`src/rtl/core_task_server.sv`:
```
`default_nettype none
// ============================================================================
// Module     : core_task_server
// Description: CQ-side responder for one core's dequeue/start/finish protocol.
//              Ready-task FIFO with per-entry abort invalidation, running-task
//              tracking, abort pulse to the core and finish report to the CQ.
//              Optional counters: define CORE_TASK_SERVER_STATS_EN.
//              task_t layout: ttype occupies the low TTYPE_W bits of the task.
// Revision   : 1.0 - initial release
// ============================================================================
module core_task_server #(
    parameter int DEPTH   = 4,
    parameter int CORE_ID = 0,
    parameter int TASK_W  = 32,
    parameter int TTYPE_W = 4,
    parameter int SLOT_W  = 6,
    parameter int CHILD_W = 3
) (
    input  logic               clk,
    input  logic               rst,
    input  logic               cq_push_valid,
    output logic               cq_push_ready,
    input  logic [TASK_W-1:0]  cq_push_task,
    input  logic [SLOT_W-1:0]  cq_push_slot,
    input  logic               task_arvalid,
    input  logic [TTYPE_W-1:0] task_araddr,
    output logic               task_rvalid,
    output logic [TASK_W-1:0]  task_rdata,
    output logic [SLOT_W-1:0]  task_rslot,
    input  logic               start_task_valid,
    output logic               start_task_ready,
    input  logic [SLOT_W-1:0]  start_task_slot,
    input  logic               finish_task_valid,
    output logic               finish_task_ready,
    input  logic [SLOT_W-1:0]  finish_task_slot,
    input  logic [CHILD_W-1:0] finish_task_num_children,
    input  logic               finish_task_undo_log_write,
    input  logic               abort_req_valid,
    input  logic [SLOT_W-1:0]  abort_req_slot,
    output logic               abort_running_task,
    output logic [SLOT_W-1:0]  abort_running_slot,
    output logic               done_valid,
    input  logic               done_ready,
    output logic [SLOT_W-1:0]  done_slot,
    output logic [CHILD_W-1:0] done_num_children,
    output logic               done_undo_write,
    output logic               done_aborted,
    output logic [31:0]        stat_dispatched,
    output logic [31:0]        stat_finished,
    output logic [31:0]        stat_aborted
);
    localparam int c_ptr_w = $clog2(DEPTH);
    localparam logic [c_ptr_w:0] c_full_cnt = (c_ptr_w+1)'(DEPTH);

    typedef enum logic [1:0] {
        ST_IDLE       = 2'd0,
        ST_DISPATCHED = 2'd1,
        ST_RUNNING    = 2'd2,
        ST_REPORT     = 2'd3
    } state_t;

    logic [TASK_W-1:0]  r_task [DEPTH];
    logic [SLOT_W-1:0]  r_slot [DEPTH];
    logic [DEPTH-1:0]   r_ent_vld;
    logic [c_ptr_w-1:0] r_wr_ptr, r_rd_ptr;
    logic [c_ptr_w:0]   r_count;

    state_t             r_state;
    logic [SLOT_W-1:0]  r_run_slot;
    logic               r_aborted;
    logic               r_abort_pulse;
    logic [SLOT_W-1:0]  r_abort_slot;
    logic               r_done_valid;
    logic [SLOT_W-1:0]  r_done_slot;
    logic [CHILD_W-1:0] r_done_children;
    logic               r_done_undo;
    logic               r_done_aborted;

    logic               w_empty, w_full, w_head_ok, w_skip, w_grant, w_pop, w_push;
    logic               w_start_hs, w_finish_hs, w_done_hs, w_abort_run, w_abort_grant;
    logic [TASK_W-1:0]  w_head_task;
    logic [SLOT_W-1:0]  w_head_slot;

    assign w_empty     = (r_count == '0);
    assign w_full      = (r_count == c_full_cnt);
    assign w_head_task = r_task[r_rd_ptr];
    assign w_head_slot = r_slot[r_rd_ptr];
    assign w_head_ok   = !w_empty && r_ent_vld[r_rd_ptr];
    // Aborted entries stay counted until they reach the head and drain here.
    assign w_skip      = !w_empty && !r_ent_vld[r_rd_ptr];
    assign w_grant     = task_arvalid && w_head_ok && (r_state == ST_IDLE)
                      && (w_head_task[TTYPE_W-1:0] == task_araddr);
    assign w_pop       = w_grant || w_skip;
    assign w_push      = cq_push_valid && !w_full;

    assign w_start_hs  = start_task_valid && (r_state == ST_DISPATCHED);
    assign w_finish_hs = finish_task_valid && finish_task_ready;
    assign w_done_hs   = r_done_valid && done_ready;
    assign w_abort_run = abort_req_valid && !r_aborted && (abort_req_slot == r_run_slot)
                      && ((r_state == ST_DISPATCHED) || (r_state == ST_RUNNING));
    assign w_abort_grant = abort_req_valid && w_grant && (abort_req_slot == w_head_slot);

    assign cq_push_ready      = !w_full;
    assign task_rvalid        = w_grant;
    assign task_rdata         = w_head_task;
    assign task_rslot         = w_head_slot;
    assign start_task_ready   = (r_state == ST_DISPATCHED);
    assign finish_task_ready  = (r_state == ST_RUNNING) && !r_done_valid;
    assign abort_running_task = r_abort_pulse;
    assign abort_running_slot = r_abort_slot;
    assign done_valid         = r_done_valid;
    assign done_slot          = r_done_slot;
    assign done_num_children  = r_done_children;
    assign done_undo_write    = r_done_undo;
    assign done_aborted       = r_done_aborted;

    always_ff @(posedge clk) begin
        if (w_push) begin
            r_task[r_wr_ptr] <= cq_push_task;
            r_slot[r_wr_ptr] <= cq_push_slot;
        end
    end

    always_ff @(posedge clk) begin
        if (rst) begin
            r_ent_vld <= '0;
            r_wr_ptr  <= '0;
            r_rd_ptr  <= '0;
            r_count   <= '0;
        end else begin
            for (int i = 0; i < DEPTH; i++) begin
                if (abort_req_valid && r_ent_vld[i] && (r_slot[i] == abort_req_slot))
                    r_ent_vld[i] <= 1'b0;
            end
            if (w_pop) begin
                r_ent_vld[r_rd_ptr] <= 1'b0;
                r_rd_ptr            <= r_rd_ptr + 1'b1;
            end
            if (w_push) begin
                r_ent_vld[r_wr_ptr] <= 1'b1;
                r_wr_ptr            <= r_wr_ptr + 1'b1;
            end
            case ({w_push, w_pop})
                2'b10:   r_count <= r_count + 1'b1;
                2'b01:   r_count <= r_count - 1'b1;
                default: r_count <= r_count;
            endcase
        end
    end

    always_ff @(posedge clk) begin
        if (rst) begin
            r_state         <= ST_IDLE;
            r_run_slot      <= '0;
            r_aborted       <= 1'b0;
            r_abort_pulse   <= 1'b0;
            r_abort_slot    <= '0;
            r_done_valid    <= 1'b0;
            r_done_slot     <= '0;
            r_done_children <= '0;
            r_done_undo     <= 1'b0;
            r_done_aborted  <= 1'b0;
        end else begin
            r_abort_pulse <= w_abort_run || w_abort_grant;
            if (w_abort_run || w_abort_grant)
                r_abort_slot <= abort_req_slot;
            if (w_grant)
                r_aborted <= w_abort_grant;
            else if (w_abort_run)
                r_aborted <= 1'b1;
            case (r_state)
                ST_IDLE: if (w_grant) begin
                    r_run_slot <= w_head_slot;
                    r_state    <= ST_DISPATCHED;
                end
                ST_DISPATCHED: if (w_start_hs) r_state <= ST_RUNNING;
                ST_RUNNING: if (w_finish_hs) begin
                    // An abort landing with the finish is still reported.
                    r_done_valid    <= 1'b1;
                    r_done_slot     <= r_run_slot;
                    r_done_children <= finish_task_num_children;
                    r_done_undo     <= finish_task_undo_log_write;
                    r_done_aborted  <= r_aborted || w_abort_run;
                    r_state         <= ST_REPORT;
                end
                ST_REPORT: if (w_done_hs) begin
                    r_done_valid <= 1'b0;
                    r_state      <= ST_IDLE;
                end
                default: r_state <= ST_IDLE;
            endcase
        end
    end

`ifdef CORE_TASK_SERVER_STATS_EN
    logic [31:0] r_stat_disp, r_stat_fin, r_stat_abt;
    always_ff @(posedge clk) begin
        if (rst) begin
            r_stat_disp <= '0;
            r_stat_fin  <= '0;
            r_stat_abt  <= '0;
        end else begin
            if (w_grant)                      r_stat_disp <= r_stat_disp + 1'b1;
            if (w_done_hs)                    r_stat_fin  <= r_stat_fin + 1'b1;
            if (w_abort_run || w_abort_grant) r_stat_abt  <= r_stat_abt + 1'b1;
        end
    end
    assign stat_dispatched = r_stat_disp;
    assign stat_finished   = r_stat_fin;
    assign stat_aborted    = r_stat_abt;
`else
    assign stat_dispatched = '0;
    assign stat_finished   = '0;
    assign stat_aborted    = '0;
`endif

`ifndef SYNTHESIS
    always_ff @(posedge clk) begin
        if (!rst && w_start_hs)
            assert (start_task_slot == r_run_slot)
            else $error("core %0d: start slot %0d differs from running slot %0d",
                        CORE_ID, start_task_slot, r_run_slot);
        if (!rst && w_finish_hs)
            assert (finish_task_slot == r_run_slot)
            else $error("core %0d: finish slot %0d differs from running slot %0d",
                        CORE_ID, finish_task_slot, r_run_slot);
    end
`endif

endmodule
`default_nettype wire

```
`config.mk`:
```
export PLATFORM = sky130hd
export DESIGN_NAME = core_task_server
export DESIGN_NICKNAME = d
export VERILOG_FILES = /design/src/rtl/core_task_server.sv
export SDC_FILE = /design/constraint.sdc
export NUM_CORES = 1
export LEC_CHECK = 0
export CORE_MARGIN = 2
export CORE_UTILIZATION = 35
export DETAILED_ROUTE_END_ITERATION = 16
export PLACE_DENSITY = 0.61
export SETUP_SLACK_MARGIN = 0.5
export SYNTH_ARGS = -nofsm -noshare
export SYNTH_HDL_FRONTEND = slang
export SYNTH_SLANG_ARGS = --single-unit
```
`constraint.sdc`:
```
create_clock -name clk -period 3.7 [get_ports clk]
set_input_delay 1.11 -clock clk [delete_from_list [all_inputs] [get_ports clk]]
set_output_delay 1.11 -clock clk [all_outputs]
set_load 0.02 [all_outputs]
```
# Word-level counts from Yosys, hierarchy flattened
# Memories as Yosys holds them, arrays and structs flattened. A register that Yosys moved wholly into a read port is not among the register bits.
# Index checks and enable logic that the tools add are counted.
[word_totals]
latch_bits = 0
output_inout_bits = 157
ff_bits = 39
romBits = 0
wordCells = 121
ramBits = 152
n_memories = 2
in_bits = 72
[mem_list]
columns = ["memory", "depth", "word_bits", "read_ports", "rd_clocked_by_memory_dff", "write_ports", "line_no", "rtl"]
rows = [
  ["r_task", 4, 32, 1, 1, 1, "62", "logic [TASK_W-1:0] r_task [DEPTH];"],
  ["r_slot", 4, 6, 5, 1, 1, "63", "logic [SLOT_W-1:0] r_slot [DEPTH];"],
]
[op_classes]
shift = 0
eq_ne = 17
n_div = 0
multipliers = 0
n_bitwise = 3
mux = 34
n_addsub = 4
magnitude_cmp = 4
reduce_logical = 43
[ops]
columns = ["operator", "count"]
rows = [
  ["equality test 6 bit", 6],
  ["logical AND 1 bit", 25],
  ["2-to-1 mux 1 bit", 17],
  ["2-to-1 mux 2 bit", 8],
  ["2-to-1 mux 4 bit", 3],
  ["one-hot mux 2 bit (4 select lines)", 1],
  ["equality test 2 bit, second input constant", 3],
  ["less-than comparator 2 x 3 -> 1 bit, second input constant", 2],
  ["inequality test 2 bit, second input constant", 3],
  ["one-hot mux 3 bit (2 select lines)", 1],
  ["nonzero test 2 bit", 3],
  ["logical NOT 1 bit", 5],
  ["adder 2 x 1 -> 2 bit, second input constant", 2],
  ["AND 4 bit", 1],
  ["demux 1 bit (select 2 bit)", 2],
  ["equality test 2 x 1 -> 1 bit, second input constant", 2],
  ["equality test 4 bit", 1],
  ["greater-or-equal comparator 2 x 1 -> 1 bit, second input constant", 2],
  ["logical OR 1 bit", 4],
  ["NOT 4 bit", 1],
  ["bitwise OR 4 bit", 1],
  ["AND reduction 2 bit", 2],
  ["AND reduction 4 bit", 1],
  ["adder 3 x 1 -> 3 bit, second input constant", 1],
  ["8 further kinds", 8],
]

# Depth between registers and ports, before layout
# Gate-level depths: netlist of the first run.
[depth]
depth_word = 11
mapped_depth = 11
ltp_nobuf = 11

# Worst setup path after synthesis of the first run
# OpenSTA, ideal clock, no wires.
[synth_timing]
path_kind = "input-to-reg"
startpoint = "input port task_arvalid"
endpoint = "register r_count[2]"
path_slack_ns = 0.688
n_path_buf = 0
required_ns = 3.641
stages = 9
t_arrival_ns = 2.953
path_cell_list = "and4b_1 -> and3_1 -> nand2_2 -> a21oi_1 -> fa_1 -> or4_1 -> a211oi_1 -> nor2_1 -> nand2_1"
[synth_between]
elab_chain_cells = 6
[synth_lines]
columns = ["element", "line_no", "rtl"]
rows = [
  ["from (decl)", "25", "input logic task_arvalid,"],
  ["logical AND 1 bit * (2 in a row)", "91", "assign w_grant = task_arvalid && w_head_ok && (r_state == ST_IDLE)"],
  ["logical AND 1 bit *", "92", "&& (w_head_task[TTYPE_W-1:0] == task_araddr);"],
  ["logical OR 1 bit *", "93", "assign w_pop = w_grant || w_skip;"],
  ["equality test 2 x 1 -> 1 bit / equality test 2 bit (equally long branches)", "143", "case ({w_push, w_pop})"],
  ["one-hot mux 3 bit (2 select lines) / nonzero test 2 bit (equally long branches)", "n/a", ""],
  ["to (signal assigned)", "144", "2'b10: r_count <= r_count + 1'b1;"],
  ["to (signal assigned)", "145", "2'b01: r_count <= r_count - 1'b1;"],
  ["to (signal assigned)", "146", "default: r_count <= r_count;"],
  ["to (decl)", "66", "logic [c_ptr_w:0] r_count;"],
]
# Mark *: on every way between the ends. The rest lies on a longest branch, timed or not.
# A chain may end at the register's enable or synchronous reset.

==> results.ini, run 1 <==
[grt]
grt_usage=0.135
met3_usage=0.0478
grt_pass1_wl_mm=26.4
antenna_found_initial=0
grt_pass1_vias=4633
grt-ovfl-total=0
grt_max_degree=31
use_met2=0.216
gr-usage-met1=0.172
grt-busiest-layer=met2

[finish]
n_fill_cell=2187
final_area_mm2=0.0106
nets=805
antenna-diode-count=0
final_layout_size_suffix_gt1_frac=0.189
syn2layout_area_growth_pct=23.1

[logic_synthesis]
ys_seq_elements=193
async_flop_share=0
synth-edff-count=152
synth_flop_cell=edfxtp_1
synth_cell_type_count=48
synth.top_cells.by_count=edfxtp_1, buf_4, nand2_1, dfxtp_1, mux4_2
synth_area_leaders=edfxtp_1, mux4_2, dfxtp_1
yosysMostFrequentCell=edfxtp_1
synthCells=580
yosysTopAreaCellShare=0.531
synth_area_leader_cell=edfxtp_1
ys_warn_count=0
syn_area_mm2=0.00860
ys_seq_area_frac=0.626
avgSynthCellArea_um2=14.8

[setup_path]
crit_required_ps=2590
path_max_fanout=6
critPathLaunchType=flip-flop
worst_ep_arrival_time_ps=2090
r2r_slack_ps=680
rr_endpoint=r_count[2]
critPathCaptureType=primary output
crit_end=task_rvalid
critical_path_class=reg -> out
rr_worst_depth=11

[die]
core_mm2=0.0242
start_util=0.355
row_count=57
die-area_mm2=0.0259
pin_count=229
dieHeight_um=161
fp.dieW_um=161

[clock_tree]
hold_buffers=0
clock_latency_ps=450
root_buffer=clkbuf_16
htreeDepth=4
cts.sinks=193
clk_pin_slew_ps=80
numCtsBuffers=17
cts_buffer_depth=2
cts_tree=yes

[sta]
min_period_ps=3200
rsz0062_at_grt=true
hold_viol_final=0
skew_ps=24.5
finalCritPeriodShare=0.865
fin_tns_setup_ps=0
worst_slew_pin_slew_ps=710
setup_ws_ps=500
fmax_mhz=313
setup_viol=0
maxSlewViolCount=0
relSlewSlack=0.525
whs_ps=456

[drt]
vias=4780
drc_errors=0
drtIter0Drc=354
wire_per_inst_um=16.3
via_per_inst=4.53
drt_pass1_iterations=4
wl_mm=17.2
detail-route-antenna-nets=0

[flow_run]
maxCapViolCount=0

[placed_design]
port_buffers=120
dpl-instance-area_mm2=0.00991
place_ws_ps=-232
place.gp.congestion=0.733
dp_hpwl_mm=11.4

[worst_hold_path]
worstHoldPathCells=2
hp-start=done_slot[5]
worstHoldPathType=reg -> reg

[power]
leakage_nw=3.77
powerDensity_mw_per_mm2=628
fin_total_pwr_w=0.00665
irDropWorstVdd_uv=376

[run_status]
outcome=finished clean

[sequential cells by signal, indices dropped and copies added, names as in the netlist, named ones only]
signal,cells
done_aborted,1
r_slot,24
done_valid,1
r_run_slot,6
abort_running_task,1
r_state,2
abort_running_slot,6
r_count,3
done_num_children,3
r_ent_vld,4
done_slot,6
r_rd_ptr,2
r_wr_ptr,2
r_aborted,1
r_task,128
done_undo_write,1
[cell type report]
class	instances	area [µm²]	share of cell area
clock buffers	17	425	0.0402
well taps	324	405	0.0383
repair buffers	144	1390	0.131
flip-flops and latches	193	5390	0.509
multi-input cells	354	2760	0.261
inverters	9	36.3	0.00343
clock inverters	15	185	0.0175
[per-layer routing]
metal  wire length [µm]  share of wire
met4                171         0.0099
met1               7590           0.44
met3               1290          0.075
met5                  0              0
met2               8140           0.47
[cells by family (layout without fill, tap and decap cells)]
kind of cell | after synthesis | after routing | share of synthesized area
XOR/XNOR | 43 | 43 | 0.0454
multiplexers | 40 | 40 | 0.104
AND/OR/NAND/NOR | 100 | 100 | 0.0589
buffers and inverters | 128 | 185 | 0.100
other | 1 | 96 | 0.000436
adder cells (fa/ha/maj) | 14 | 14 | 0.0212
AO/OA/AOI/OAI | 61 | 61 | 0.0439
flip-flops | 193 | 193 | 0.626
[metrics by stage]
| stage | cells | utilization |
|---|---|---|
| floorplan | 675 | - |
| CTS | 1053 | 0.434 |
| finish | 1056 | 0.437 |
| global route | 1056 | 0.437 |
| detailed placement | 1019 | 0.409 |
| global placement | 1019 | 0.409 |
[repair_timing]
action / CTS / global route
gates resized for setup: 88 / 31
setup buffers: 1 / 3
endpoints found under the setup margin: 36 / 14
pin swaps: 0 / 8
gates cloned: 1 / 0
[how the worst min path moves through the flow]
stage | end | slack (ps)
floorplan | done_slot[0] | 460
global placement | done_num_children[2] | 440
detailed placement | done_slot[0] | 450
CTS | done_slot[0] | 460
global route | done_undo_write | 480
finish | done_slot[5] | 460
[cell usage in the layout, fill, tap and decap left out, types with 6 or more instances in the layout]
cell type / n
nand3_1: 8
nand2_1: 43
buf_2: 12
clkdlybuf4s50_1: 78
inv_1: 8
clkbuf_16: 17
mux4_2: 39
dlygate4sd2_1: 14
xnor2_1: 22
o41ai_1: 6
ha_1: 13
dlymetal6s2s_1: 6
buf_4: 17
dfxtp_1: 38
o21ai_0: 11
a21oi_1: 33
conb_1: 96
nor2_1: 14
edfxtp_1: 152
xor2_1: 16
[worst max-delay path: stages, from the launching register on]
cell	delay [ps]
dfxtp_4	420
mux4_2	590
xnor2_2	200
and3_4	220
nand2_4	50
inv_4	60
buf_6	110
[power breakdown]
part	internal [W]	switching, W
sequential	0.00259	0.000117
clock	0.000974	0.000886
combinational	0.000921	0.00116
Note: power is estimated with default switching activity, not from simulation.
==> run 2: changes to the inputs <==
SETUP_SLACK_MARGIN = 0.1   (was 0.5)
SLEW_MARGIN = 20   (was default)
TNS_END_PERCENT = 100   (was default)
==> results.ini, run 2 (synthesis results as in run 1) <==
[setup_path]
critPathLaunchType=primary input
rr_endpoint=r_count[2]
r2r_slack_ps=620  ; -60 ps
crit_start=task_arvalid
cp_num_cells=6  ; unchanged
crit_end=task_rvalid
rr_worst_depth=11  ; unchanged
cp_top_family=buffers and inverters
critPathCaptureType=primary output
worstPathCellList=clkdlybuf4s50_1 -> and4b_1 -> and3_1 -> nand2_2 -> inv_1 -> clkdlybuf4s15_2
critical_path_class=in -> out
cp_slowest_cell=clkdlybuf4s50_1
crit_required_ps=2590  ; about the same
slowest_delay_ps=460  ; -130 ps
crit_buf_inv=3  ; +1
path_max_fanout=2  ; -4
worst_ep_arrival_time_ps=2430  ; +340 ps

[sta]
rsz0062_at_grt=false
min_period_ps=3540  ; +341 ps
relSlewSlack=0.529  ; +0.00365
hold_viol_final=0  ; unchanged
maxSlewViolCount=0  ; unchanged
fmax_mhz=282  ; -9.6%
setup_viol=0  ; unchanged
finalCritPeriodShare=0.957  ; +0.0921
worst_slew_pin_slew_ps=705  ; -5.45 ps
skew_ps=20.9  ; -3.65 ps

[die]
die-area_mm2=0.0259  ; unchanged
row_count=57  ; unchanged
fp.dieW_um=161  ; unchanged
pin_count=229  ; unchanged
start_util=0.355  ; unchanged
core_mm2=0.0242  ; unchanged
dieHeight_um=161  ; unchanged

[power]
p_comb_frac=0.320  ; +0.007
irDropWorstVdd_uv=396  ; +5.3%
powerDensity_mw_per_mm2=636  ; +1.3%
power_frac_seq=0.403  ; -0.004
leakage_nw=3.62  ; -4.0%
power.share.switching=0.319  ; -0.00636
p_int_w=0.00457  ; +1.9%
netSwitchingPower_w=0.00214  ; -1.0%
clock_power_share=0.277  ; -0.003

[finish]
regMostFlops=r_task
nets=800  ; -0.62%
final_cell_mix=edfxtp_1, clkdlybuf4s50_1, conb_1
top_regs=r_task (128), r_slot (24)
final_common_cell=edfxtp_1
final_cells=1051  ; -0.47%
n_fill_cell=2174  ; -0.59%
utilization=0.435  ; -0.00139
syn2layout_area_growth_pct=22.7
largest_reg_flops=128  ; unchanged
final_layout_size_suffix_gt1_frac=0.147  ; -0.0413
multi_input_area_mm2=0.00273  ; -1.1%
final-seq-area_mm2=0.00539  ; about the same
antenna-diode-count=0  ; unchanged

[clock_tree]
post_cts_buffers=0  ; -1
cts.sinks=193  ; unchanged
clk_pin_slew_ps=80  ; about the same
numCtsBuffers=17  ; unchanged
clock_latency_ps=440  ; about the same
root_buffer=clkbuf_16
cts_tree=yes
cts_buffer_depth=2  ; unchanged
htreeDepth=4  ; unchanged

[drt]
drc_errors=0  ; unchanged
wire_per_inst_um=16.1  ; -1.0%
drtIter0Drc=344  ; -2.8%
vias=4739  ; -0.86%
via_per_inst=4.51  ; -0.39%
drt_pass1_iterations=4  ; unchanged
wl_mm=16.9  ; -1.5%
detail-route-antenna-nets=0  ; unchanged

[worst_hold_path]
worstHoldPathType=reg -> reg
hp-start=done_num_children[1]

[placed_design]
place.gp.congestion=0.733  ; unchanged
port_buffers=120  ; unchanged
dp_hpwl_mm=11.4  ; unchanged
dp.cells=1019  ; unchanged

[grt]
grt_max_degree=31  ; unchanged
grt_pass1_vias=4606  ; -0.58%
grt_usage=0.133  ; -0.00140
grt_pass1_wl_mm=26.1  ; -0.97%
antenna_found_initial=0  ; unchanged
grt-ovfl-total=0  ; unchanged

[run_status]
outcome=finished clean

[flow_run]
maxCapViolCount=0  ; unchanged

run 2: final cells by class:
class | count | share of cell area
multi-input cells | 354 | 0.259
clock buffers | 17 | 0.0403
repair buffers | 139 | 0.131
well taps | 324 | 0.0384
inverters | 9 | 0.00320
flip-flops and latches | 193 | 0.511
clock inverters | 15 | 0.0175
run 2: layer usage:
layer / vias up / global-route usage / share of wire
met3: 21 / 0.0475 / 0.080
met1: 2302 / 0.170 / 0.43
met5: - / 0 / 0
met4: 0 / 0.0426 / 0.011
met2: 202 / 0.214 / 0.48
li1: 2214 / - / -
run 2: how the worst min path moves through the flow:
stage,end,slack (ps),cells after the start
floorplan,done_slot[0],460,2
CTS,done_slot[0],460,2
global route,done_undo_write,480,2
detailed placement,done_slot[0],450,2
global placement,done_num_children[2],440,2
finish,done_num_children[1],460,2
run 2: repair_timing:
| item | CTS | global route |
|---|---|---|
| endpoints found under the setup margin | 25 | 2 |
| resized for setup | 7 | 3 |
| hold buffers | 0 | 0 |
run 2: power by group through the flow:
| stage | combinational (W) | clock (W) | sequential [W] |
|---|---|---|---|
| finish | 0.00215 | 0.00186 | 0.00270 |
| global route | 0.00231 | 0.00199 | 0.00273 |
| CTS | 0.00218 | 0.00191 | 0.00271 |
| detailed placement | 0.00216 | 0 | 0.00276 |
| global placement | 0.00217 | 0 | 0.00275 |
| floorplan | 0.00142 | 0 | 0.00271 |
run 2: stage by stage:
step / total power, W / hold slack, ps / TNS [ps] / setup slack, ps / instance area (µm²)
final: 0.00672 / 457 / 0 / 160 / 10600
after global routing: 0.00703 / 479 / 0 / 101 / 10600
after CTS: 0.00680 / 459 / 0 / 115 / 10500
after detailed placement: 0.00491 / 448 / -232 / -232 / 9910
after global placement: 0.00491 / 443 / -209 / -209 / 9910
after floorplan: 0.00413 / 458 / 0 / 688 / 8960
run 2: worst register-to-register path: stages (launching register included):
cell,delay (ps)
dfxtp_4,420
mux4_1,630
xnor2_1,170
and3_1,200
nand2_2,70
buf_4,150
a21oi_1,90
fa_1,420
or4_1,550
a211oi_1,220
nor2_1,60
nand2_1,50
==> run 3: changes to the inputs <==
GPL_ROUTABILITY_DRIVEN = 0   (was default)
==> results of run 3 <==
Same layout as run 2: the final DEF is identical, and so are final timing and power.
